===== config.mk =====
export PLATFORM = sky130hd
export DESIGN_NAME = tlb_op_ctrl
export DESIGN_NICKNAME = d
export VERILOG_FILES = /design/src/rtl/tlb_op_ctrl.sv
export SDC_FILE = /design/constraint.sdc
export NUM_CORES = 1
export LEC_CHECK = 0
export BUFFER_PORTS_ARGS = -buffer_cell sky130_fd_sc_hd__buf_2
export CORE_AREA = 2 2 173 175
export CTS_CLUSTER_DIAMETER = 120
export CTS_CLUSTER_SIZE = 25
export DETAILED_ROUTE_END_ITERATION = 12
export DIE_AREA = 0 0 175 177
export SYNTH_ARGS = -nofsm -noshare
export SYNTH_HDL_FRONTEND = slang
export SYNTH_SLANG_ARGS = --single-unit

===== constraint.sdc =====
create_clock -name clk -period 1.8 [get_ports clk]
set_clock_uncertainty 0.15 [all_clocks]
set_input_delay 0.36 -clock clk [delete_from_list [all_inputs] [get_ports clk]]
set_output_delay 0.36 -clock clk [all_outputs]
set_load 0.02 [all_outputs]

===== src/rtl/tlb_op_ctrl.sv =====
// TLB operation sequencer for TLBP / TLBR / TLBWI.
//
// Handshake: an operation is accepted on a rising edge where op_ready,
// op_valid and !flush are all high and op_type != 2'b00; op_ready is high
// only in IDLE, so the controller holds at most one operation at a time.
//
// At acceptance the CP0 fields are copied into a snapshot. Every TLB-facing
// output is driven from that snapshot, so MTC0 writes made while an
// operation is in flight have no effect on it. Strobes decode the
// registered state and are masked by flush in the same cycle.
//
// read_data carries the TLB read port back to CP0 while read_we is
// asserted. Its layout is {vpn2, asid, g, pfn0, c0, d0, v0, pfn1, c1, d1, v1}.
// It is zero in every other state.
//
// dbg_state shows the FSM state: 0 IDLE, 1 PROBE, 2 READ, 3 WRITE,
// 4 REFETCH, 5 DONE.
module tlb_op_ctrl #(
  parameter int TLBNUM = 16,
  parameter int IDX_W  = $clog2(TLBNUM)
) (
  input  logic             clk,
  input  logic             resetn,
  input  logic             op_valid,
  input  logic [1:0]       op_type,
  input  logic [31:0]      op_pc,
  output logic             op_ready,
  input  logic             flush,
  output logic             busy,
  input  logic [IDX_W-1:0] cp0_index,
  input  logic [18:0]      cp0_vpn2,
  input  logic [7:0]       cp0_asid,
  input  logic [19:0]      cp0_pfn0,
  input  logic [19:0]      cp0_pfn1,
  input  logic [2:0]       cp0_c0,
  input  logic [2:0]       cp0_c1,
  input  logic             cp0_d0,
  input  logic             cp0_v0,
  input  logic             cp0_g0,
  input  logic             cp0_d1,
  input  logic             cp0_v1,
  input  logic             cp0_g1,
  output logic [18:0]      s_vpn2,
  output logic [7:0]       s_asid,
  input  logic             s_found,
  input  logic [IDX_W-1:0] s_index,
  output logic [IDX_W-1:0] r_index,
  input  logic [18:0]      r_vpn2,
  input  logic [7:0]       r_asid,
  input  logic             r_g,
  input  logic [19:0]      r_pfn0,
  input  logic [2:0]       r_c0,
  input  logic             r_d0,
  input  logic             r_v0,
  input  logic [19:0]      r_pfn1,
  input  logic [2:0]       r_c1,
  input  logic             r_d1,
  input  logic             r_v1,
  output logic             we,
  output logic [IDX_W-1:0] w_index,
  output logic [18:0]      w_vpn2,
  output logic [7:0]       w_asid,
  output logic             w_g,
  output logic [19:0]      w_pfn0,
  output logic [2:0]       w_c0,
  output logic             w_d0,
  output logic             w_v0,
  output logic [19:0]      w_pfn1,
  output logic [2:0]       w_c1,
  output logic             w_d1,
  output logic             w_v1,
  output logic             probe_we,
  output logic             probe_p,
  output logic [IDX_W-1:0] probe_index,
  output logic             read_we,
  output logic [77:0]      read_data,
  output logic             refetch_req,
  output logic [31:0]      refetch_pc,
  output logic             op_done,
  output logic [2:0]       dbg_state
);

  typedef enum logic [2:0] {
    S_IDLE    = 3'd0,
    S_PROBE   = 3'd1,
    S_READ    = 3'd2,
    S_WRITE   = 3'd3,
    S_REFETCH = 3'd4,
    S_DONE    = 3'd5
  } state_t;

  state_t           r_state;
  logic [IDX_W-1:0] r_snap_index;
  logic [18:0]      r_snap_vpn2;
  logic [7:0]       r_snap_asid;
  logic [19:0]      r_snap_pfn0;
  logic [19:0]      r_snap_pfn1;
  logic [2:0]       r_snap_c0;
  logic [2:0]       r_snap_c1;
  logic             r_snap_d0;
  logic             r_snap_v0;
  logic             r_snap_g0;
  logic             r_snap_d1;
  logic             r_snap_v1;
  logic             r_snap_g1;
  logic [31:0]      r_snap_npc;

  logic w_accept;
  logic w_in_probe;
  logic w_in_read;

  assign w_accept   = (r_state == S_IDLE) && op_valid && (op_type != 2'b00) && !flush;
  assign w_in_probe = (r_state == S_PROBE);
  assign w_in_read  = (r_state == S_READ);

  // Single FSM: accept with snapshot capture, one step per state, flush aborts to IDLE.
  always_ff @(posedge clk or negedge resetn) begin
    if (!resetn) begin
      r_state      <= S_IDLE;
      r_snap_index <= '0;
      r_snap_vpn2  <= '0;
      r_snap_asid  <= '0;
      r_snap_pfn0  <= '0;
      r_snap_pfn1  <= '0;
      r_snap_c0    <= '0;
      r_snap_c1    <= '0;
      r_snap_d0    <= 1'b0;
      r_snap_v0    <= 1'b0;
      r_snap_g0    <= 1'b0;
      r_snap_d1    <= 1'b0;
      r_snap_v1    <= 1'b0;
      r_snap_g1    <= 1'b0;
      r_snap_npc   <= '0;
    end else if ((r_state != S_IDLE) && flush) begin
      r_state <= S_IDLE;
    end else begin
      case (r_state)
        S_IDLE: begin
          if (w_accept) begin
            r_snap_index <= cp0_index;
            r_snap_vpn2  <= cp0_vpn2;
            r_snap_asid  <= cp0_asid;
            r_snap_pfn0  <= cp0_pfn0;
            r_snap_pfn1  <= cp0_pfn1;
            r_snap_c0    <= cp0_c0;
            r_snap_c1    <= cp0_c1;
            r_snap_d0    <= cp0_d0;
            r_snap_v0    <= cp0_v0;
            r_snap_g0    <= cp0_g0;
            r_snap_d1    <= cp0_d1;
            r_snap_v1    <= cp0_v1;
            r_snap_g1    <= cp0_g1;
            // Refetch target is precomputed so refetch_pc reads zero out of reset.
            r_snap_npc   <= op_pc + 32'd4;
            case (op_type)
              2'b01:   r_state <= S_PROBE;
              2'b10:   r_state <= S_READ;
              default: r_state <= S_WRITE;
            endcase
          end
        end
        S_PROBE:   r_state <= S_DONE;
        S_READ:    r_state <= S_REFETCH;
        S_WRITE:   r_state <= S_REFETCH;
        S_REFETCH: r_state <= S_DONE;
        S_DONE:    r_state <= S_IDLE;
        default:   r_state <= S_IDLE;
      endcase
    end
  end

  // Status and strobes: state decodes, strobes masked by a same-cycle flush.
  assign dbg_state   = r_state;
  assign op_ready    = (r_state == S_IDLE);
  assign busy        = (r_state != S_IDLE);
  assign probe_we    = w_in_probe && !flush;
  assign read_we     = w_in_read && !flush;
  assign we          = (r_state == S_WRITE) && !flush;
  assign refetch_req = (r_state == S_REFETCH) && !flush;
  assign op_done     = (r_state == S_DONE) && !flush;

  // Probe result; the P bit and the index are meaningful only while probing.
  assign probe_p     = w_in_probe && !s_found;
  assign probe_index = (w_in_probe && s_found) ? s_index : '0;

  // TLB ports held at the snapshot value in every state.
  assign s_vpn2     = r_snap_vpn2;
  assign s_asid     = r_snap_asid;
  assign r_index    = r_snap_index;
  assign w_index    = r_snap_index;
  assign w_vpn2     = r_snap_vpn2;
  assign w_asid     = r_snap_asid;
  assign w_g        = r_snap_g0 & r_snap_g1;
  assign w_pfn0     = r_snap_pfn0;
  assign w_c0       = r_snap_c0;
  assign w_d0       = r_snap_d0;
  assign w_v0       = r_snap_v0;
  assign w_pfn1     = r_snap_pfn1;
  assign w_c1       = r_snap_c1;
  assign w_d1       = r_snap_d1;
  assign w_v1       = r_snap_v1;
  assign refetch_pc = r_snap_npc;

  // TLB read data is forwarded to CP0 while in READ, and is zero in every other state.
  assign read_data = w_in_read ? {r_vpn2, r_asid, r_g, r_pfn0, r_c0, r_d0, r_v0,
                                  r_pfn1, r_c1, r_d1, r_v1} : '0;

endmodule


# [Yosys cells after proc, flatten, opt, wreduce, memory -nomap -nowiden]
# Index checks and enable logic that the tools add are counted.
[word_totals] regBits=118 input_bits=204 output_inout_bits=238 word_cells=51
[classes] n_addsub=1 n_eq_ne=8 mux=6 bitwise=2 reduce_logical=19
[ops] operator="78-bit 2-to-1 mux" count=1
[ops] operator="32-bit by 3-bit adder with 32-bit output, second input constant" count=1
[ops] operator="1-bit logical AND" count=11
[ops] operator="3-bit one-hot mux with 3 select lines" count=1
[ops] operator="3-bit by 2-bit == test with 1-bit output, second input constant" count=2
[ops] operator="3-bit == test, second input constant" count=2
[ops] operator="3-bit 2-to-1 mux" count=2
[ops] operator="4-bit 2-to-1 mux" count=1
[ops] operator="2-bit one-hot mux with 2 select lines" count=1
[ops] operator="2-bit OR reduction" count=2
[ops] operator="3-bit by 1-bit == test with 1-bit output, second input constant" count=1
[ops] operator="3-bit logical NOT" count=1
[ops] operator="3-bit by 1-bit inequality test with 1-bit output, second input constant" count=1
[ops] operator="3-bit AND reduction" count=1
[ops] operator="3-bit nonzero test" count=1
[ops] operator="2-bit by 1-bit == test with 1-bit output, second input constant" count=1
[ops] operator="2-bit == test, second input constant" count=1
[ops] operator="1-bit logical NOT" count=2
[ops] operator="2-bit nonzero test" count=1
[ops] operator="1-bit bitwise AND" count=1
[ops] operator="1-bit inverter" count=1

# [Longest topological paths before layout]
[depth] depth_word=7 depth_mapped=7

# [Worst setup path after synthesis]
# Ideal clock, no wire load.
[synth_path] kind="flip-flop to output port" from="register r_state[2], in the netlist dbg_state[2]" to="output read_data[57]" t_arrival_ns=1.637 path_slack_ns=-0.347 path_stages_with_launch=6 n_path_buf=2 cell_sequence="dfrtp_1 -> nand2b_1 -> nor2_1 -> clkbuf_1 -> clkbuf_1 -> and2_1"
[synth_between] elab_chain_cells=2
[synth_rtl] element="start, declared" line="92" source="state_t r_state;"
[synth_rtl] element="start signal, assigned" line="119" source="r_state <= S_IDLE;"
[synth_rtl] element="start signal, assigned" line="135" source="r_state <= S_IDLE;"
[synth_rtl] element="start signal, assigned" line="156" source="2'b01: r_state <= S_PROBE;"
[synth_rtl] element="3-bit by 2-bit == test with 1-bit output" line="114" source="assign w_in_read = (r_state == S_READ);"
[synth_rtl] element="78-bit 2-to-1 mux" line="205" source="assign read_data = w_in_read ? {r_vpn2, r_asid, r_g, r_pfn0, r_c0, r_d0, r_v0,"
[synth_rtl] element="end, declared" line="76" source="output logic [77:0] read_data,"
# No other way between the ends.

# [Worst setup path after layout]
[layout_path] from="register r_state[2], in the netlist dbg_state[2]" to="output read_data[19]"
# Same word-level chain as after synthesis.

==> impl_metrics.yaml <==
setup_path:
  cp_max_fo: 6
  worstPathRequired_ns: 1.29
  r2r_end: "refetch_pc[30]"
  start_kind: "flip-flop"
  cp-endpoint: "read_data[19]"
  worstPathArrival_ns: 1.71
  reg2reg_from: "dbg_state[2]"
  crit_type: "flip-flop to primary output"
  reg2reg_depth: 10
  end_kind: "primary output"
  worstSetupStartpoint: "dbg_state[2]"
  regToRegSetupSlack_ns: -0.21
synthesis:
  yosysWarnings: 0
  ys_seq_elements: 118
  yosysSeqAreaShare_pct: 50.4
  synth_cell_types: 39
  syn_inst: 703
  avgSynthCellArea_um2: 8.33
  synth_area_leader_cell: "dfrtp_1"
  netlist.area_leader.share_pct: 50.4
  async_flop_share_pct: 100
  synth-edff-count: 0
  ys_top_cells_by_area: "dfrtp_1 (50%), nand2_1 (18%), and2_1 (8.9%)"
  syn_area_mm2: 0.00585
  yosys_most_used_dff: "dfrtp_1"
  syn-num-nets: 908
final_layout:
  drive_gt1_share_pct: 56.0
  finish.utilization_pct: 42.6
  area_growth_pct: 113
  nets: 1513
  final_cell_area_mm2: 0.0124
clock_network:
  clock-sinks: 118
  path_clk_slew_ns: 0.06
  cts_tree: "yes"
  cts_root_buffer: "clkbuf_16"
  cts_buffers: 17
  cts_buffer_depth: 2
  h-tree-depth: 4
  clk_latency_ns: 0.40
floorplan:
  core_mm2: 0.0292
  die_area_mm2: 0.0310
  rows: 63
  die_x_um: 175
  die_y_um: 177
  initial_core_util_pct: 20.0
  ios: 442
run_status:
  outcome: "complete, but fails checks"
  violations: "negative setup slack"
timing:
  hold_viol: 0
  fin_ws_ns: -0.416
  slew_headroom_pct: 73.4
  rsz0062_at_grt: "yes"
  max_freq_mhz: 451
  slew_viol_final: 0
  setup_viol: 204
  min_period_over_period_pct: 123
  worstMarginPinSlew_ns: 0.399
  period_minus_slack_ns: 2.22
global_route:
  grt_pass1_vias: 7233
  antenna_found_initial: 11
  grt_max_degree: 64
  grt_overflow: 0
  grt_pass1_wl_um: 44000
  grtUsageTotal_pct: 19.0
placement:
  portBuffers: 441
  gp_congestion: 0.890
  dpl_cell_area_mm2: 0.00906
  post-place-ws_ns: -0.339
  hpwlAfterDp_um: 21500
routing:
  vias: 7441
  routedWlPerCell_um: 19.0
  via_per_inst: 4.34
  drc: 0
  drt_iter0_drc: 398
  drt_wl_total_um: 32600
  firstDrtPassIters: 5
  ant_nets: 0
min_path:
  hp-class: "primary input to flip-flop"
  min_path_cells: 3
flow_run:
  max_cap_violations: 0
pwr:
  p_leak_nw: 6.45
  power_density_mw_per_mm2: 1070
  max-vdd-ir-drop_mv: 0.592
  total_power_mw: 13.3
==> critical path, cell delays in order, from the launching register on <==
cell	delay, ns
dfrtp_2	0.41
nand2b_4	0.16
nor2_4	0.14
buf_6	0.17
buf_12	0.12
and2_4	0.17
buf_6	0.12
==> registers in the layout (all words and copies together), names as in the netlist <==
register    flops
w_v0            1
r_snap_g1       1
w_d0            1
dbg_state       3
refetch_pc     32
w_v1            1
r_index         4
w_pfn0         20
s_vpn2         19
w_c0            3
s_asid          8
w_pfn1         20
r_snap_g0       1
w_c1            3
w_d1            1
==> worst min path at each step <==
stage | from | end | slack (ns)
CTS | cp0_pfn0[4] | w_pfn0[4] | 0.003
global route | cp0_pfn0[1] | w_pfn0[1] | 0.004
finish | op_pc[1] | refetch_pc[1] | 0.02
detailed placement | resetn | w_pfn0[6] | 0.16
floorplan | resetn | dbg_state[0] | -0.09
global placement | resetn | w_pfn0[6] | 0.16
==> cell usage in the layout, fill, tap and decap left out, types with 9 or more instances in the layout <==
cell           count
o21ai_0           10
buf_16             9
clkbuf_16         30
or4_1             12
nand2_1          255
buf_6            116
nand2_2           26
dlygate4sd3_1     83
o31ai_1           11
buf_8             10
a31oi_1           11
and2_4            81
buf_12            20
buf_4             55
buf_2            350
nor2_1            20
dfrtp_1          116
==> cell type report <==
cell class,instances,area (um2)
Tap cell,390,488
Sequential cell,118,2960
Clock inverter,15,179
Antenna cell,3,7.51
Fill cell,2758,16800
Clock buffer,17,425
Inverter,5,21.3
Multi-Input combinational cell,510,2950
Timing Repair Buffer,656,5430
==> logic make-up (layout without fill, tap and decap cells) <==
family / after synthesis / in the layout / share of synthesized area [%]
fa+ha+maj: 1 / 1 / 0.214
mux: 1 / 1 / 0.171
buf+inv: 75 / 693 / 6.84
xor+xnor: 10 / 10 / 1.50
flops: 118 / 118 / 50.4
simple gates: 445 / 445 / 35.0
compound gates: 53 / 53 / 5.88
other cells: 0 / 3 / 0
==> where the power goes <==
part | total (mW) | switching, mW | internal, mW | leakage (nW)
registers | 4.19 | 0.627 | 3.56 | 1.45
logic | 5.53 | 3.31 | 2.22 | 4.70
clock network | 3.58 | 1.48 | 2.10 | 0.292
total | 13.3 | 5.42 | 7.89 | 6.45
==> routing by layer <==
layer / vias to the layer above / track usage (%) / part of all wire, %
met3: 58 / 5.56 / 6.7
met4: 4 / 7.47 / 3.7
li1: 3468 / - / -
met5: - / 0 / 0.074
met1: 3569 / 20.7 / 38
met2: 342 / 34.5 / 51
==> synth_stat cells (2+ instances only) <==
library cell,count
or3_1,7
buf_4,31
buf_2,2
nand3_1,8
nor2_1,24
and2_1,83
o211ai_1,2
nand2b_1,3
o21ai_0,17
dfrtp_1,118
and4_1,5
nand2_1,281
xnor2_1,6
nand4_1,7
nor4_1,3
o31ai_1,11
a31oi_1,16
xor2_1,4
clkbuf_1,36
nor3_1,4
inv_1,5
or4_1,13
==> repair_timing <==
item	4_1_cts	5_1_grt
gates resized for setup	296	80
pin swaps	32	49
setup buffers	19	16
endpoints found under the setup margin	100	196
gates cloned	10	17
hold endpoints to repair	100	1
hold buffers	82	1
==> metrics by stage <==
stage,setup TNS (ns),hold WS [ns],instances
after floorplan,-1.72,-0.0856,703
after global placement,-4.31,0.158,1542
after detailed placement,-5.06,0.157,1542
after CTS,-41.04,0.00275,1684
after global routing,-66.39,0.00401,1713
final,-47.85,0.0197,1714
(Power assumes the default switching activity.)
